[config.mk]
export PLATFORM = sky130hd
export DESIGN_NAME = ppm_frame_tx
export DESIGN_NICKNAME = d
export VERILOG_FILES = /design/src/rtl/ppm_pkg.sv /design/src/rtl/ppm_tx_fifo.sv /design/src/rtl/ppm_frame_tx.sv
export SDC_FILE = /design/constraint.sdc
export NUM_CORES = 1
export LEC_CHECK = 0
export CORE_ASPECT_RATIO = 1.75
export CORE_MARGIN = 5
export CORE_UTILIZATION = 55
export CTS_CLUSTER_SIZE = 14
export DETAILED_ROUTE_END_ITERATION = 10
export GPL_ROUTABILITY_DRIVEN = 0
export GPL_TIMING_DRIVEN = 0
export PLACE_DENSITY = 0.78
export SYNTH_ARGS = -nofsm -noshare
export SYNTH_HDL_FRONTEND = slang
export SYNTH_SLANG_ARGS = --single-unit
[constraint.sdc]
create_clock -name clk -period 4.15 [get_ports clk]
set_clock_uncertainty 0.2 [all_clocks]
set_input_delay 0.83 -clock clk [delete_from_list [all_inputs] [get_ports clk]]
set_output_delay 0.83 -clock clk [all_outputs]
set_load 0.02 [all_outputs]
[src/rtl/ppm_pkg.sv]
// Shared types and helpers for the L-PPM frame transmitter: FSM states,
// FIFO entry layout, counter widths and the pulse-slot mapping.
package ppm_pkg;

  typedef enum logic [1:0] {
    ST_IDLE,
    ST_SOF,
    ST_DATA,
    ST_EOF
  } ppm_state_e;

  typedef struct packed {
    logic       last;
    logic [7:0] data;
  } ppm_entry_t;

  // Width of a counter that must reach n-1; never narrower than one bit.
  function automatic int ppm_cnt_w(input int n);
    return (n <= 2) ? 1 : $clog2(n);
  endfunction

  // High when the given slot of the current period carries the light pulse.
  function automatic logic ppm_pulse(input ppm_state_e st, input int slot,
                                     input int v, input int l);
    case (st)
      ST_SOF:  return (slot == 0) || (slot == l + 1);
      ST_DATA: return slot == 2 * v + 1;
      ST_EOF:  return slot == l / 2;
      default: return 1'b0;
    endcase
  endfunction

endpackage

[src/rtl/ppm_tx_fifo.sv]
// Synchronous first-word-fall-through FIFO of {last, data} entries.
// A write while full is taken only when a read frees a slot in the same cycle.
module ppm_tx_fifo
  import ppm_pkg::*;
#(
  parameter int FIFO_DEPTH = 16
) (
  input  logic                        clk,
  input  logic                        rst,
  input  logic                        wr,
  input  ppm_entry_t                  wdata,
  input  logic                        rd,
  output ppm_entry_t                  rdata,
  output logic                        full,
  output logic                        empty,
  output logic [$clog2(FIFO_DEPTH):0] count
);

  localparam int AW = $clog2(FIFO_DEPTH);
  localparam int CW = AW + 1;

  ppm_entry_t     mem [FIFO_DEPTH];
  logic [AW-1:0]  wptr, rptr;
  logic           wr_ok, rd_ok;

  assign rd_ok = rd && !empty;
  assign wr_ok = wr && (!full || rd_ok);
  assign full  = count == CW'(FIFO_DEPTH);
  assign empty = count == '0;
  assign rdata = mem[rptr];

  always_ff @(posedge clk) begin
    if (wr_ok) mem[wptr] <= wdata;
  end

  always_ff @(posedge clk) begin
    if (rst) begin
      wptr  <= '0;
      rptr  <= '0;
      count <= '0;
    end else begin
      if (wr_ok) wptr <= wptr + AW'(1);
      if (rd_ok) rptr <= rptr + AW'(1);
      count <= count + CW'(wr_ok) - CW'(rd_ok);
    end
  end

endmodule

[src/rtl/ppm_frame_tx.sv]
// L-PPM frame transmitter: buffers byte frames and sends SOF, data symbols
// (LSB-first) and EOF on an active-low optical line.
module ppm_frame_tx
  import ppm_pkg::*;
#(
  parameter int BITS_PER_SYM = 2,
  parameter int SLOT_CLKS    = 16,
  parameter int FIFO_DEPTH   = 16
) (
  input  logic       clk,
  input  logic       rst,
  input  logic [7:0] s_data,
  input  logic       s_valid,
  input  logic       s_last,
  output logic       s_ready,
  output logic       tx_out,
  output logic       busy,
  output logic       frame_done,
  output logic       trunc_err
);

  localparam int L   = 1 << BITS_PER_SYM;
  localparam int SPB = 8 / BITS_PER_SYM;
  localparam int CW  = ppm_cnt_w(SLOT_CLKS);
  localparam int SW  = ppm_cnt_w(2 * L);
  localparam int YW  = ppm_cnt_w(SPB);
  localparam int PW  = $clog2(FIFO_DEPTH) + 1;

  localparam logic [CW-1:0] CLK_LAST      = CW'(SLOT_CLKS - 1);
  localparam logic [SW-1:0] SYM_SLOT_LAST = SW'(2 * L - 1);
  localparam logic [SW-1:0] EOF_SLOT_LAST = SW'(L - 1);
  localparam logic [YW-1:0] SYM_LAST      = YW'(SPB - 1);
  localparam logic [PW-1:0] ALMOST_FULL   = PW'(FIFO_DEPTH - 1);

  ppm_state_e    state;
  logic [CW-1:0] clk_cnt;
  logic [SW-1:0] slot_cnt;
  logic [YW-1:0] sym_cnt;
  logic [7:0]    shreg;
  logic          sh_last;
  logic [PW-1:0] frames_pending;

  ppm_entry_t    fifo_wdata, fifo_rdata;
  logic          fifo_full, fifo_empty;
  logic [PW-1:0] fifo_count;

  logic push, pop, forced, start, slot_tick, slot_end, byte_end, pulse;

  assign push = s_valid && s_ready;
  // A byte that fills the FIFO mid-frame closes the frame so it can still be sent.
  assign forced     = push && !s_last && !pop && (fifo_count == ALMOST_FULL);
  assign fifo_wdata = '{last: s_last || forced, data: s_data};

  assign start     = (state == ST_IDLE) && (frames_pending != '0) && !fifo_empty;
  assign slot_tick = clk_cnt == CLK_LAST;
  assign slot_end  = slot_tick &&
                     (slot_cnt == ((state == ST_EOF) ? EOF_SLOT_LAST : SYM_SLOT_LAST));
  assign byte_end  = (state == ST_DATA) && slot_end && (sym_cnt == SYM_LAST);
  assign pop       = start || (byte_end && !sh_last);
  assign pulse     = ppm_pulse(state, int'(slot_cnt), int'(shreg[BITS_PER_SYM-1:0]), L);

  ppm_tx_fifo #(.FIFO_DEPTH(FIFO_DEPTH)) u_fifo (
    .clk   (clk),
    .rst   (rst),
    .wr    (push),
    .wdata (fifo_wdata),
    .rd    (pop),
    .rdata (fifo_rdata),
    .full  (fifo_full),
    .empty (fifo_empty),
    .count (fifo_count)
  );

  // Outputs are registered from the current state, so the line trails the
  // FSM by one clock; busy and frame_done share that same alignment.
  always_ff @(posedge clk) begin
    if (rst) begin
      state          <= ST_IDLE;
      clk_cnt        <= '0;
      slot_cnt       <= '0;
      sym_cnt        <= '0;
      shreg          <= '0;
      sh_last        <= 1'b0;
      frames_pending <= '0;
      s_ready        <= 1'b0;
      tx_out         <= 1'b1;
      busy           <= 1'b0;
      frame_done     <= 1'b0;
      trunc_err      <= 1'b0;
    end else begin
      tx_out     <= !pulse;
      busy       <= state != ST_IDLE;
      frame_done <= (state == ST_EOF) && slot_end;
      trunc_err  <= forced;
      s_ready    <= pop || !(fifo_full || (push && fifo_count == ALMOST_FULL));
      frames_pending <= frames_pending + PW'(push && fifo_wdata.last) - PW'(start);

      if (state != ST_IDLE) begin
        clk_cnt <= slot_tick ? '0 : clk_cnt + CW'(1);
        if (slot_tick) slot_cnt <= slot_end ? '0 : slot_cnt + SW'(1);
      end

      case (state)
        ST_IDLE: begin
          if (start) begin
            state            <= ST_SOF;
            {sh_last, shreg} <= fifo_rdata;
          end
        end
        ST_SOF: begin
          if (slot_end) state <= ST_DATA;
        end
        ST_DATA: begin
          if (slot_end) begin
            if (sym_cnt == SYM_LAST) begin
              sym_cnt <= '0;
              if (sh_last) state <= ST_EOF;
              else {sh_last, shreg} <= fifo_rdata;
            end else begin
              sym_cnt <= sym_cnt + YW'(1);
              shreg   <= shreg >> BITS_PER_SYM;
            end
          end
        end
        ST_EOF: begin
          if (slot_end) state <= ST_IDLE;
        end
        default: state <= ST_IDLE;
      endcase
    end
  end

endmodule
======== Word level (Yosys, flattened, before mapping) ========
Memories as Yosys holds them, arrays and structs flattened. A register that Yosys moved wholly into a read port is not among the register bits.
Index checks and enable logic that the tools add are counted.
storage, ports and cells
  bits in registers ....................... 43
  bits in writable memories ............... 144
  input bits .............................. 12
  output and inout port bits .............. 5
  word-level logic and storage cells ...... 109
  memories ................................ 1
cells by class
  add/subtract/negate cells ............... 10
  eq/ne operators ......................... 18
  mux-type cells .......................... 26
  reductions and logical operators ........ 39
memories
  name        depth  bits a word  read ports  clocked after memory_dff  wr ports  RTL line           RTL
  u_fifo.mem  16     9            1           1                         1         ppm_tx_fifo.sv:22  ppm_entry_t mem [FIFO_DEPTH];
operator list
  cell                                                 count
  two-way mux 8 bit                                    4
  case mux 8 bit (2 select lines)                      1
  logical AND 1 bit                                    15
  two-way mux 2 bit                                    7
  adder 4 x 1 -> 4 bit, second input constant          3
  two-way mux 4 bit                                    3
  adder 5 x 1 -> 5 bit                                 2
  != test 2 bit, second input constant                 5
  subtractor 5 x 1 -> 5 bit                            2
  case mux 2 bit (4 select lines)                      1
  AND reduction 4 bit                                  2
  zero test 1 bit                                      7
  equality test 2 bit, second input constant           3
  equality test 3 bit, second input constant           2
  logical OR 1 bit                                     6
  two-way mux 1 bit                                    6
  two-way mux 3 bit                                    2
  AND reduction 6 bit                                  1
  equality test 5 x 4 -> 1 bit, second input constant  1
  equality test 5 bit, second input constant           1
  zero test 5 bit                                      1
  nonzero test 5 bit                                   1
  adder 3 x 1 -> 4 bit, second input constant          1
  equality test 3 x 4 -> 1 bit                         1
  other kinds (13)                                     15

======== Longest topological paths before layout ========
Gate-level depths: netlist of the first run.
  word-level depth ........................ 15
  mapped depth ............................ 16
  gate-level depth less buffers ........... 15

======== By module ========
Synthesis of the first run repeated with hierarchy kept, for this count alone.
second synthesis, totals
  cells, all modules ...................... 516
  area total of the unflattened synthesis .. 8161.6 µm²
modules (own cells, without submodules)
  module        instances  cells an instance  area each (µm²)  sequential area each (µm²)
  ppm_tx_fifo   1          333                6437.4           4664.5
  ppm_frame_tx  1          183                1724.2           600.6

======== Worst setup path before layout of the first run ========
No wires, ideal clock.
  path kind ............................... input to register
  start point ............................. input port s_valid
  end point ............................... register frames_pending[4]
  setup time .............................. 131 ps
  arrival time ............................ 2753 ps
  data required time ...................... 3819 ps
  setup slack ............................. 1066 ps
  stages .................................. 13
  buffers on the path ..................... 0
  cell sequence ........................... nand2_1 nor4_1 and3_2 o21ai_0 ha_1 inv_1 ha_1 inv_1 fa_1 nor2b_1 o21bai_1 a21oi_1 nor3b_1
between the ends
  word-level cells in the longest chain between the ends .. 8
ends and longest elaborated chain
  item                            RTL line            RTL
  from (decl)                     ppm_frame_tx.sv:13  input logic s_valid,
  logical AND 1 bit *             ppm_frame_tx.sv:49  assign push = s_valid && s_ready;
  logical AND 1 bit (3 in a row)  ppm_frame_tx.sv:51  assign forced = push && !s_last && !pop && (fifo_count == ALMOST_FULL);
  logical OR 1 bit                ppm_frame_tx.sv:52  assign fifo_wdata = '{last: s_last || forced, data: s_data};
  logical AND 1 bit *             ppm_frame_tx.sv:96  frames_pending <= frames_pending + PW'(push && fifo_wdata.last) - PW'(start);
  adder 5 x 1 -> 5 bit *          ppm_frame_tx.sv:96
  subtractor 5 x 1 -> 5 bit *     ppm_frame_tx.sv:96
  to (signal assigned)            ppm_frame_tx.sv:96
  to (decl)                       ppm_frame_tx.sv:41  logic [PW-1:0] frames_pending;
Every way passes the cells marked *; elsewhere a longest branch is shown, timed or not.
A chain may end at the register's enable or synchronous reset.

======== Worst setup path after layout of the first run ========
  start point ............................. register state[1]
  end point ............................... register frames_pending[4]
between the ends
  word-level cells in the longest chain between the ends .. 15
  elaborated cells on any way between the ends .. 19
  classes of those cells .................. add/sub (2); eq/ne (3); mux (1); reduce/logical (13)
ends and longest elaborated chain
  item                            RTL line             RTL
  from (decl)                     ppm_frame_tx.sv:35   ppm_state_e state;
  from (signal assigned)          ppm_frame_tx.sv:78   state <= ST_IDLE;
  from (signal assigned)          ppm_frame_tx.sv:106  state <= ST_SOF;
  from (signal assigned)          ppm_frame_tx.sv:111  if (slot_end) state <= ST_DATA;
  equality test 2 bit             ppm_frame_tx.sv:57   (slot_cnt == ((state == ST_EOF) ? EOF_SLOT_LAST : SYM_SLOT_LAST));
  two-way mux 3 bit               ppm_frame_tx.sv:57
  equality test 3 bit             ppm_frame_tx.sv:57
  logical AND 1 bit               ppm_frame_tx.sv:56   assign slot_end = slot_tick &&
  logical AND 1 bit (2 in a row)  ppm_frame_tx.sv:58   assign byte_end = (state == ST_DATA) && slot_end && (sym_cnt == SYM_LAST);
  logical AND 1 bit               ppm_frame_tx.sv:59   assign pop = start || (byte_end && !sh_last);
  logical OR 1 bit                ppm_frame_tx.sv:59
  zero test 1 bit                 ppm_frame_tx.sv:51
  logical AND 1 bit (2 in a row)  ppm_frame_tx.sv:51
  logical OR 1 bit                ppm_frame_tx.sv:52
  logical AND 1 bit               ppm_frame_tx.sv:96
  adder 5 x 1 -> 5 bit            ppm_frame_tx.sv:96
  subtractor 5 x 1 -> 5 bit *     ppm_frame_tx.sv:96
Marks and branches as above.

==> results of run 1 <==
## layout make-up
class | instances | area, um^2 | share of cell area (%)
sequential | 191 | 5270 | 56.7
multi-input combinational | 280 | 2790 | 30.0
clock buffer | 17 | 425 | 4.58
tap | 183 | 229 | 2.47
clock inverter | 15 | 175 | 1.89
buffer | 25 | 160 | 1.73
timing repair buffer | 15 | 150 | 1.62
inverter | 24 | 90.1 | 0.970
## flip-flops by register name (all words and copies together) (netlist names), named ones only
register        flops
sh_last             1
trunc_err           1
tx_out              1
sym_cnt             2
state               2
s_ready             1
u_fifo.count        5
slot_cnt            3
u_fifo.wptr         4
busy                1
u_fifo.rptr         4
frames_pending      5
frame_done          1
clk_cnt             4
u_fifo.mem        144
shreg               8
## tightest hold or removal path: cells and delay by family (launching register included)
family / cells / cell delay [ns]
AO/OA/AOI/OAI: 1 / 0.05
AND/OR/NAND/NOR: 1 / 0.05
flip-flops: 1 / 0.33
## per-layer routing
layer	GRT usage, %	part of all wire, %	vias to the layer above
li1	-	-	2109
met1	23.3	36	2327
met2	37.1	58	112
met3	3.06	3.4	29
met4	9.62	2.8	0
met5	0	0	-
## cell families (layout without fill, tap and decap cells)
kind of cell	Yosys count	in the layout	synth area share (%)
compound gates	76	76	6.90
xor+xnor	12	12	1.36
fa+ha+maj	31	31	4.85
buf+inv	49	96	3.01
flops	191	191	63.4
mux	49	49	12.0
simple gates	112	112	8.48
## cell usage after synthesis (all sizes together) (4+ instances only)
| master | instances |
|---|---|
| edfxtp | 144 |
| a21oi | 23 |
| dfxtp | 47 |
| nor2 | 22 |
| nand4 | 4 |
| mux2 | 5 |
| xnor2 | 9 |
| clkbuf | 11 |
| nor2b | 13 |
| nand2b | 9 |
| a311oi | 8 |
| nand3 | 7 |
| and4 | 5 |
| buf | 14 |
| mux2i | 6 |
| ha | 29 |
| a22o | 13 |
| and4b | 8 |
| mux4 | 38 |
| o21ai | 8 |
| inv | 24 |
| nand2 | 17 |
## power groups by stage
stage / Combinational [mW] / Clock [mW] / Sequential (mW)
after floorplan: 1.26 / 0 / 2.31
after global placement: 1.57 / 0 / 2.32
after detailed placement: 1.64 / 0 / 2.33
after CTS: 1.66 / 1.66 / 2.29
after global routing: 1.81 / 1.73 / 2.30
final: 1.64 / 1.63 / 2.29
## path summary, 6_finish.rpt
kind	endpoint	cells past startpoint
worst min register to register	sym_cnt[0]$_SDFFE_PP0N_	2
worst max-delay path	frames_pending[4]$_SDFF_PP0_	15
worst max register to register	frames_pending[4]$_SDFF_PP0_	15
worst min-delay path	sym_cnt[0]$_SDFFE_PP0N_	2
## metrics by stage
step	power [mW]	cell area [um^2]	hold WS [ns]	std cells
finish	5.56	9280	0.278	750
global route	5.84	9280	0.299	750
detailed placement	3.97	8680	0.267	718
floorplan	3.57	8300	0.249	520
global placement	3.89	8680	0.255	718
CTS	5.61	9280	0.277	750
==> metrics.yaml, run 1 <==
cts:
  postCtsSetupRepairBufs: 0
  numCtsBuffers: 17
  cts_hold_repair.buffers: 0
  cts_buffer_depth: 2
  cts.sinks: 191
  clkTransAtPathRegs_ns: 0.07
  cts_max_level: 4
  cts-resized-gates: 0
  cts_tree: "yes"
  cts_root_buf: "clkbuf_16"
  clock_latency_ns: 0.43
sta:
  tightestPinTransition_ns: 0.653
  drv_slew: 0
  fin_crit_ns: 3.64
  setup_viol: 0
  slew_headroom_pct: 56.5
  hold_viol_final: 0
  timing.final.ws_setup_ns: 0.510
  period_share_pct: 87.7
  rsz0062_at_grt: "false"
  fmax_mhz: 275
  finalSetupTns_ns: 0
pwr:
  pwr-share-seq_pct: 41.1
  leakage_nw: 3.20
  powerDensity_nw_per_um2: 599
  p_switching_mw: 1.78
  p_comb_share_pct: 29.6
  p_sw_share_pct: 32.0
  p_clk_share_pct: 29.3
  vdd_ir_drop_max_v: 0.000384
  p_int_mw: 3.78
setup_path:
  crit_fanout: 10
  rrSetupSlack_ns: 0.51
  slowest_stage: "dfxtp_1"
  endpoint_kind: "register"
  critPathKind: "reg -> reg"
  slowest_delay_ns: 0.39
  crit_arrival_ns: 3.74
  critPathTopFamily: "adder cells"
  worstReg2RegStart: "state[1]$_SDFFE_PP0P_"
  required_ns: 4.25
  crit_path_frequent_cell: "ha_1"
  path_buf_inv: 3
  startpoint: "state[1]$_SDFFE_PP0P_"
  crit_chain: "ha_1, xor2_2, nand4_2, buf_6, and3_2, o21ai_0, ha_1, inv_1, ha_1, inv_1, fa_1, nor2b_1, o21bai_1, a21oi_1, nor3b_1"
  cp-start-kind: "register"
place:
  dp_hpwl_mm: 11.8
  post-place-ws_ns: 0.181
  io_buffer_count: 15
global_route:
  antenna_found_initial: 0
  grt_pass1_wl_mm: 26.9
  first_global_vias: 4942
  grt_util_all_layers_pct: 20.7
  grt_remaining_overflow: 0
  grt_max_degree: 22
cells_and_area:
  n_fill_cell: 1075
  n_antenna_cell: 0
  area_delta_synth_final_pct: 11.8
  fin_nets: 597
  final_util_pct: 62.6
  layout_commonest_cell: "edfxtp_1"
  drive_above_1_share_pct: 16.6
  final_cell_mix: "edfxtp_1 (144), dfxtp_1 (47), mux4_2 (32)"
yosys:
  synth.yosys.seq_area_share_pct: 63.4
  synthArstFlopShare_pct: 0
  synth_flop_cell: "edfxtp_1"
  synth_nets: 563
  synth_area_leaders: "edfxtp_1 (52%), dfxtp_1 (11%), mux4_2 (8.7%)"
  ys_ff_latch: 191
  syn_inst: 520
  ys_types: 64
  ys_warn_count: 0
  syn_area_per_cell_um2: 16.0
  yosysTopAreaCell: "edfxtp_1"
  synth.cell_area_um2: 8300
  synth_top_area_share_pct: 52.1
  synth_edf_count: 144
routing:
  via_per_inst: 6.10
  drtPass1Iterations: 5
  wirelength_mm: 17.3
  postRouteAntennaNets: 0
  avgRoutedWirePerCell_um: 23.1
  drc: 0
  drt_iter0_drc: 413
  vias: 4577
run_status:
  outcome: "completed"
job:
  maxCapViolations: 0
floorplan:
  die_height_um: 173
  rows: 59
  die_w_um: 103
  core_area_um2: 14800
  dieArea_um2: 17800
  start_util_pct: 56.0
  io_pins: 17
worst_hold_path:
  holdCritStartpoint: "sym_cnt[0]$_SDFFE_PP0N_"
  hold_path_class: "reg -> reg"
Power figures use the tool's default switching activity.
==> inputs of run 2 (changes only) <==
--- a/config.mk
+++ b/config.mk
@@ -13,6 +13,8 @@
 export GPL_ROUTABILITY_DRIVEN = 0
 export GPL_TIMING_DRIVEN = 0
 export PLACE_DENSITY = 0.78
+export SKIP_LAST_GASP = 1
+export SLEW_MARGIN = 15
 export SYNTH_ARGS = -nofsm -noshare
 export SYNTH_HDL_FRONTEND = slang
 export SYNTH_SLANG_ARGS = --single-unit
==> results of run 2 <==
No change in the layout: final DEF, timing and power equal those of run 1.
